$ cat src/rtl/alu_exec.sv
// alu_exec: execute stage of the 8-bit core.
// Captures two register-file operands, performs the selected operation and
// returns the result plus destination selector for write-back. MUL/DIV/MOD
// run on an iterative datapath, one bit per cycle. A {Z,N,C,V} flags register
// is kept for the branch unit.
module alu_exec #(
  parameter int WIDTH = 8
) (
  input  logic             clk,
  input  logic             reset,
  input  logic             start,
  input  logic [3:0]       op,
  input  logic [WIDTH-1:0] src1,
  input  logic [WIDTH-1:0] src2,
  input  logic [2:0]       dest_sel,
  output logic             busy,
  output logic             wb_en,
  output logic [2:0]       wb_dest,
  output logic [WIDTH-1:0] wb_data,
  output logic [3:0]       flags,
  output logic             illegal_op
);

  localparam int CW = $clog2(WIDTH);

  localparam logic [3:0] OP_ADD = 4'h0;
  localparam logic [3:0] OP_SUB = 4'h1;
  localparam logic [3:0] OP_AND = 4'h2;
  localparam logic [3:0] OP_OR  = 4'h3;
  localparam logic [3:0] OP_XOR = 4'h4;
  localparam logic [3:0] OP_NOT = 4'h5;
  localparam logic [3:0] OP_SHL = 4'h6;
  localparam logic [3:0] OP_SHR = 4'h7;
  localparam logic [3:0] OP_MUL = 4'h8;
  localparam logic [3:0] OP_DIV = 4'h9;
  localparam logic [3:0] OP_MOD = 4'hA;
  localparam logic [3:0] OP_CMP = 4'hB;

  typedef enum logic [1:0] {IDLE, ITER, WB} state_t;

  state_t               state_q, state_d;
  logic [CW-1:0]        count_q;
  logic [CW-1:0]        bit_idx;
  logic [3:0]           op_q;
  logic [WIDTH-1:0]     a_q, b_q;
  logic [2:0]           dest_q;
  logic [2*WIDTH-1:0]   prod_q, prod_d;
  logic [WIDTH-1:0]     rem_q, rem_d;
  logic [WIDTH-1:0]     quo_q, quo_d;
  logic [WIDTH:0]       rem_sh;
  logic [WIDTH-1:0]     res_q;
  logic                 c_q, v_q;
  logic                 accept, op_illegal, op_multi, last_step;
  logic [WIDTH+1:0]     single;   // {C, V, result} of a one-cycle op
  logic [WIDTH+1:0]     multi;    // {C, V, result} after the final iteration

  // One-cycle ALU ops; returns {C, V, result}.
  function automatic logic [WIDTH+1:0] alu_single(input logic [3:0]       o,
                                                  input logic [WIDTH-1:0] a,
                                                  input logic [WIDTH-1:0] b);
    logic [WIDTH:0]   ext;
    logic [WIDTH-1:0] r;
    logic             c, v;
    ext = '0;
    r   = '0;
    c   = 1'b0;
    v   = 1'b0;
    case (o)
      OP_ADD: begin
        ext = {1'b0, a} + {1'b0, b};
        r   = ext[WIDTH-1:0];
        c   = ext[WIDTH];
        v   = (a[WIDTH-1] == b[WIDTH-1]) && (r[WIDTH-1] != a[WIDTH-1]);
      end
      OP_SUB, OP_CMP: begin
        // Bit WIDTH of the extended difference is the borrow (A < B).
        ext = {1'b0, a} - {1'b0, b};
        r   = ext[WIDTH-1:0];
        c   = ext[WIDTH];
        v   = (a[WIDTH-1] != b[WIDTH-1]) && (r[WIDTH-1] != a[WIDTH-1]);
      end
      OP_AND: r = a & b;
      OP_OR:  r = a | b;
      OP_XOR: r = a ^ b;
      OP_NOT: r = ~a;
      OP_SHL: begin
        r = {a[WIDTH-2:0], 1'b0};
        c = a[WIDTH-1];
      end
      OP_SHR: begin
        r = {1'b0, a[WIDTH-1:1]};
        c = a[0];
      end
      default: r = '0;
    endcase
    return {c, v, r};
  endfunction

  assign accept     = start && (state_q == IDLE);
  assign op_illegal = (op >= 4'hC);
  assign op_multi   = (op == OP_MUL) || (op == OP_DIV) || (op == OP_MOD);
  assign last_step  = (count_q == CW'(WIDTH - 1));
  assign bit_idx    = CW'(WIDTH - 1) - count_q;
  assign single     = alu_single(op, src1, src2);
  assign busy       = (state_q != IDLE);
  assign wb_en      = (state_q == WB) && (op_q != OP_CMP);

  // Next state: one-cycle ops go straight to WB, MUL/DIV/MOD iterate first.
  always_comb begin
    state_d = state_q;
    case (state_q)
      IDLE: if (accept && !op_illegal) state_d = op_multi ? ITER : WB;
      ITER: if (last_step) state_d = WB;
      WB:   state_d = IDLE;
      default: state_d = IDLE;
    endcase
  end

  // One iteration step: shift-add for MUL, restoring subtract for DIV/MOD.
  // A zero divisor needs no special case: every step subtracts, giving an
  // all-ones quotient and the dividend as remainder.
  always_comb begin
    prod_d = prod_q;
    rem_d  = rem_q;
    quo_d  = quo_q;
    rem_sh = {rem_q, a_q[bit_idx]};
    if (op_q == OP_MUL) begin
      if (b_q[count_q]) prod_d = prod_q + ({{WIDTH{1'b0}}, a_q} << count_q);
    end else if (rem_sh >= {1'b0, b_q}) begin
      rem_d = WIDTH'(rem_sh - {1'b0, b_q});
      quo_d = {quo_q[WIDTH-2:0], 1'b1};
    end else begin
      rem_d = rem_sh[WIDTH-1:0];
      quo_d = {quo_q[WIDTH-2:0], 1'b0};
    end
  end

  // Final result and flag inputs of the iterative ops.
  always_comb begin
    multi = '0;
    case (op_q)
      OP_MUL:  multi = {(prod_d[2*WIDTH-1:WIDTH] != '0), 1'b0, prod_d[WIDTH-1:0]};
      OP_DIV:  multi = {1'b0, (b_q == '0), quo_d};
      default: multi = {1'b0, (b_q == '0), rem_d};
    endcase
  end

  // Control state and architecturally visible outputs.
  always_ff @(posedge clk or negedge reset) begin
    if (!reset) begin
      state_q    <= IDLE;
      count_q    <= '0;
      wb_dest    <= '0;
      wb_data    <= '0;
      flags      <= '0;
      illegal_op <= 1'b0;
    end else begin
      state_q    <= state_d;
      illegal_op <= accept && op_illegal;
      if (accept) begin
        count_q <= '0;
      end else if (state_q == ITER) begin
        count_q <= count_q + CW'(1);
      end
      if (accept && !op_illegal && !op_multi && (op != OP_CMP)) begin
        wb_data <= single[WIDTH-1:0];
        wb_dest <= dest_sel;
      end else if ((state_q == ITER) && last_step) begin
        wb_data <= multi[WIDTH-1:0];
        wb_dest <= dest_q;
      end
      if (state_q == WB) flags <= {(res_q == '0), res_q[WIDTH-1], c_q, v_q};
    end
  end

  // Operand capture and iterative datapath registers.
  always_ff @(posedge clk) begin
    if (accept) begin
      op_q               <= op;
      a_q                <= src1;
      b_q                <= src2;
      dest_q             <= dest_sel;
      {c_q, v_q, res_q}  <= single;
      prod_q             <= '0;
      rem_q              <= '0;
      quo_q              <= '0;
    end else if (state_q == ITER) begin
      prod_q <= prod_d;
      rem_q  <= rem_d;
      quo_q  <= quo_d;
      if (last_step) {c_q, v_q, res_q} <= multi;
    end
  end

endmodule

$ cat config.mk
export PLATFORM = sky130hd
export DESIGN_NAME = alu_exec
export DESIGN_NICKNAME = d
export VERILOG_FILES = /design/src/rtl/alu_exec.sv
export SDC_FILE = /design/constraint.sdc
export NUM_CORES = 1
export LEC_CHECK = 0
export ABC_AREA = 1
export CORE_ASPECT_RATIO = 0.6
export CORE_MARGIN = 5
export CORE_UTILIZATION = 60
export CTS_CLUSTER_DIAMETER = 150
export CTS_CLUSTER_SIZE = 20
export DETAILED_ROUTE_END_ITERATION = 6
export PLACE_DENSITY = 0.81
export SYNTH_ARGS = -nofsm -noshare
export SYNTH_HDL_FRONTEND = slang
export SYNTH_SLANG_ARGS = --single-unit
$ cat constraint.sdc
create_clock -name clk -period 5.4 [get_ports clk]
set_input_delay 1.35 -clock clk [delete_from_list [all_inputs] [get_ports clk]]
set_output_delay 1.35 -clock clk [all_outputs]
set_load 0.01 [all_outputs]
==> flow_summary.toml <==
[place]
gp_congestion = 0.997
portBuffers = 43
dp_hpwl_um = 15600
pre_cts_slack_ps = 1300

[layout]
fin_nets = 1112
drive_gt1_share_pct = 3.66
n_fill_cell = 993
diodes = 0
mostFrequentLayoutCells = "nand2_1 (298), inv_1 (154), nand3_1 (85), nor2_1 (74), o21ai_0 (62)"
multi_input_area_um2 = 3880
seq_area_um2 = 2140
mostFrequentLayoutCell = "nand2_1"
areaGrowthSynthToFinish_pct = 11.9
final_core_util_pct = 67.8

[logic_synthesis]
ys_types = 46
synth-xor-area-share_pct = 1.30
ys_ff_latch = 85
synth_edf_count = 33
seq_area_frac_synth_pct = 31.6
synth.area.mux_share_pct = 0.648
ys_warn_count = 0
synth_top_family_by_area = "simple AND/OR/NAND/NOR gates"
synth-compound-area-share_pct = 12.6
synth_ff_type = "edfxtp_1"
syn_inst = 1003
yosys.area_share.simple_pct = 32.5
synth_fp_nets = 1082
postSynthAreaPerCell_um2 = 6.74
synthArstFlopShare_pct = 24.7
synthAdderAreaFrac_pct = 10.3
synth_area_um2 = 6760

[grt]
overflow = 0
first_global_vias = 5938
grt_usage_pct = 29.6
grt_max_degree = 32
antenna_found_initial = 0
grt_pass1_wl_um = 31700

[timing]
fin_crit_ps = 3880
setup_tns_ps = 0
finalSetupViolCount = 0
max-slew-margin-rel_pct = 26.4
drv_slew = 0
worst_slew_pin_slew_ps = 1100
fin_skew_ps = 8.98
fin_crit_sh_pct = 71.9
fin_ws_ps = 1520
fmax_ghz = 0.257
rsz0062_at_grt = "no"
hold_violations = 0

[route]
topRoutingLayerUsed = "met4"
drc = 0
drt-initial-drc-count = 903
wl_per_cell_um = 17.0
routed-wl-met2_um = 7610
routed_wl_um = 20100
ant_nets = 0
vias_per_cell = 5.83
route.met3.wl_um = 2370
wl_met1_um = 9810
via_count = 6886
dr.pass1.iters = 6

[clock_network]
cts_root_buf = "clkbuf_16"
cts_tree = "yes"
cts_setup_buffers = 0
cts_buffers = 9
worstSkewPairLatency_ps = 350
cts.repair.resized = 0
cts.sinks = 85
clkTransAtPathRegs_ps = 70
hold_buffers = 0
ctsHtreeMaxLevel = 3
clock_path_buffers = 2

[critical_path]
cp-startpoint = "count_q[0]"
timing.reg2reg.setup_slack_ps = 1520
rr_startpoint = "count_q[0]"
r2r_end = "c_q"
required_ps = 5490
cp-end-kind = "flip-flop"
critPathMaxFanout = 21
cp.arrival_ps = 3980
start_kind = "flip-flop"
worst-setup-path-type = "reg -> reg"
reg2reg_depth = 19

[min_path]
hold_end = "wb_data[0]"
holdPathStages = 2
hp-start = "wb_data[0]"
holdCritPathClass = "reg -> reg"

[power]
cellLeakagePower_uw = 0.00374
p_total_uw = 3520
ir_worst_vdd_mv = 0.257
p_per_area_nw_per_um2 = 466

[job]
cap_viol_max_count = 0

[die]
dieArea_um2 = 13600
ios = 44
placementRows = 30
dieWidth_um = 147
core_region_area_um2 = 11100
initial_core_util_pct = 60.6
die_y_um = 92.2

[run_status]
status = "complete, no violations"
flip-flops by register name, indices dropped and copies added (netlist names):
signal and cells:
a_q 8, b_q 8, c_q 1, count_q 3, dest_q 3, flags 4
illegal_op 1, op_q 4, prod_q 16, quo_q 7, rem_q 8, res_q 8
state_q 2, v_q 1, wb_data 8, wb_dest 3
power by group:
| part | internal [uW] | total (uW) | switching, uW | leakage, uW |
|---|---|---|---|---|
| sequential | 886 | 1040 | 156 | 0.000840 |
| clock | 371 | 667 | 295 | 0.000153 |
| combinational | 635 | 1810 | 1180 | 0.00275 |
| total | 1890 | 3520 | 1630 | 0.00374 |
metal layers:
metal  GRT usage, %  up-vias
met5              0        -
met4           7.67        0
met3           6.17       42
met2           37.8      403
met1           48.8     3095
li1               -     3346
cells in the mapped netlist, types with 6 or more instances:
master | instances | area (um2)
buf_2 | 6 | 30.0
ha_1 | 49 | 613
nand4_1 | 24 | 150
o221ai_1 | 6 | 52.6
dfrtp_1 | 21 | 526
nor2_1 | 74 | 278
a31oi_1 | 11 | 68.8
o22ai_1 | 20 | 125
nor3_1 | 16 | 80.1
nand2_1 | 298 | 1120
dfxtp_1 | 31 | 621
nand3_1 | 85 | 425
xnor2_1 | 7 | 61.3
clkbuf_1 | 14 | 52.6
edfxtp_1 | 33 | 991
o21ai_0 | 62 | 310
a21oi_1 | 30 | 150
inv_1 | 154 | 578
cell families after synthesis:
kind of cell               count (synthesis)
buffers and inverters                    186
xor gates and xnor gates                  10
adders and majority gates                 53
muxes                                      4
DFF                                       85
AOI/OAI and AO/OA                        149
and+or+nand+nor                          516
layout make-up:
type	count	share of cell area (%)
clock buffer	9	2.98
clock inverter	7	1.21
inverter	159	7.89
multi-input combinational	732	51.3
sequential	85	28.3
tap	144	2.38
timing repair buffer	46	5.99
critical path: stages (launching register included):
cell     delay [ps]
dfrtp_1         730
inv_2           210
o21ai_0         340
o21ai_0         160
o21ai_0         380
ha_1            360
nand2_1         140
inv_1            70
a21oi_1         180
nand2_1         140
nand2_1         120
nand2_1          60
nand2_1          50
nand3_1          70
nand2_1          90
nand2_1          50
nor2_1          190
nand2_1         100
nand2_1         100
nand2_1          80
worst max-delay path by stage:
stage               cells after the start          to
global route                           19         c_q
finish                                 19         c_q
CTS                                    19         c_q
detailed placement                      9  wb_data[7]
global placement                        9  wb_data[7]
floorplan                              13         c_q
through the flow:
stage	cells	hold slack [ps]	area, um2
after floorplan	1003	436	6760
after global placement	1166	468	7250
after detailed placement	1166	476	7250
after CTS	1182	494	7560
after global routing	1182	515	7560
final	1182	490	7560
No activity file was read; power rests on OpenSTA's default activity.
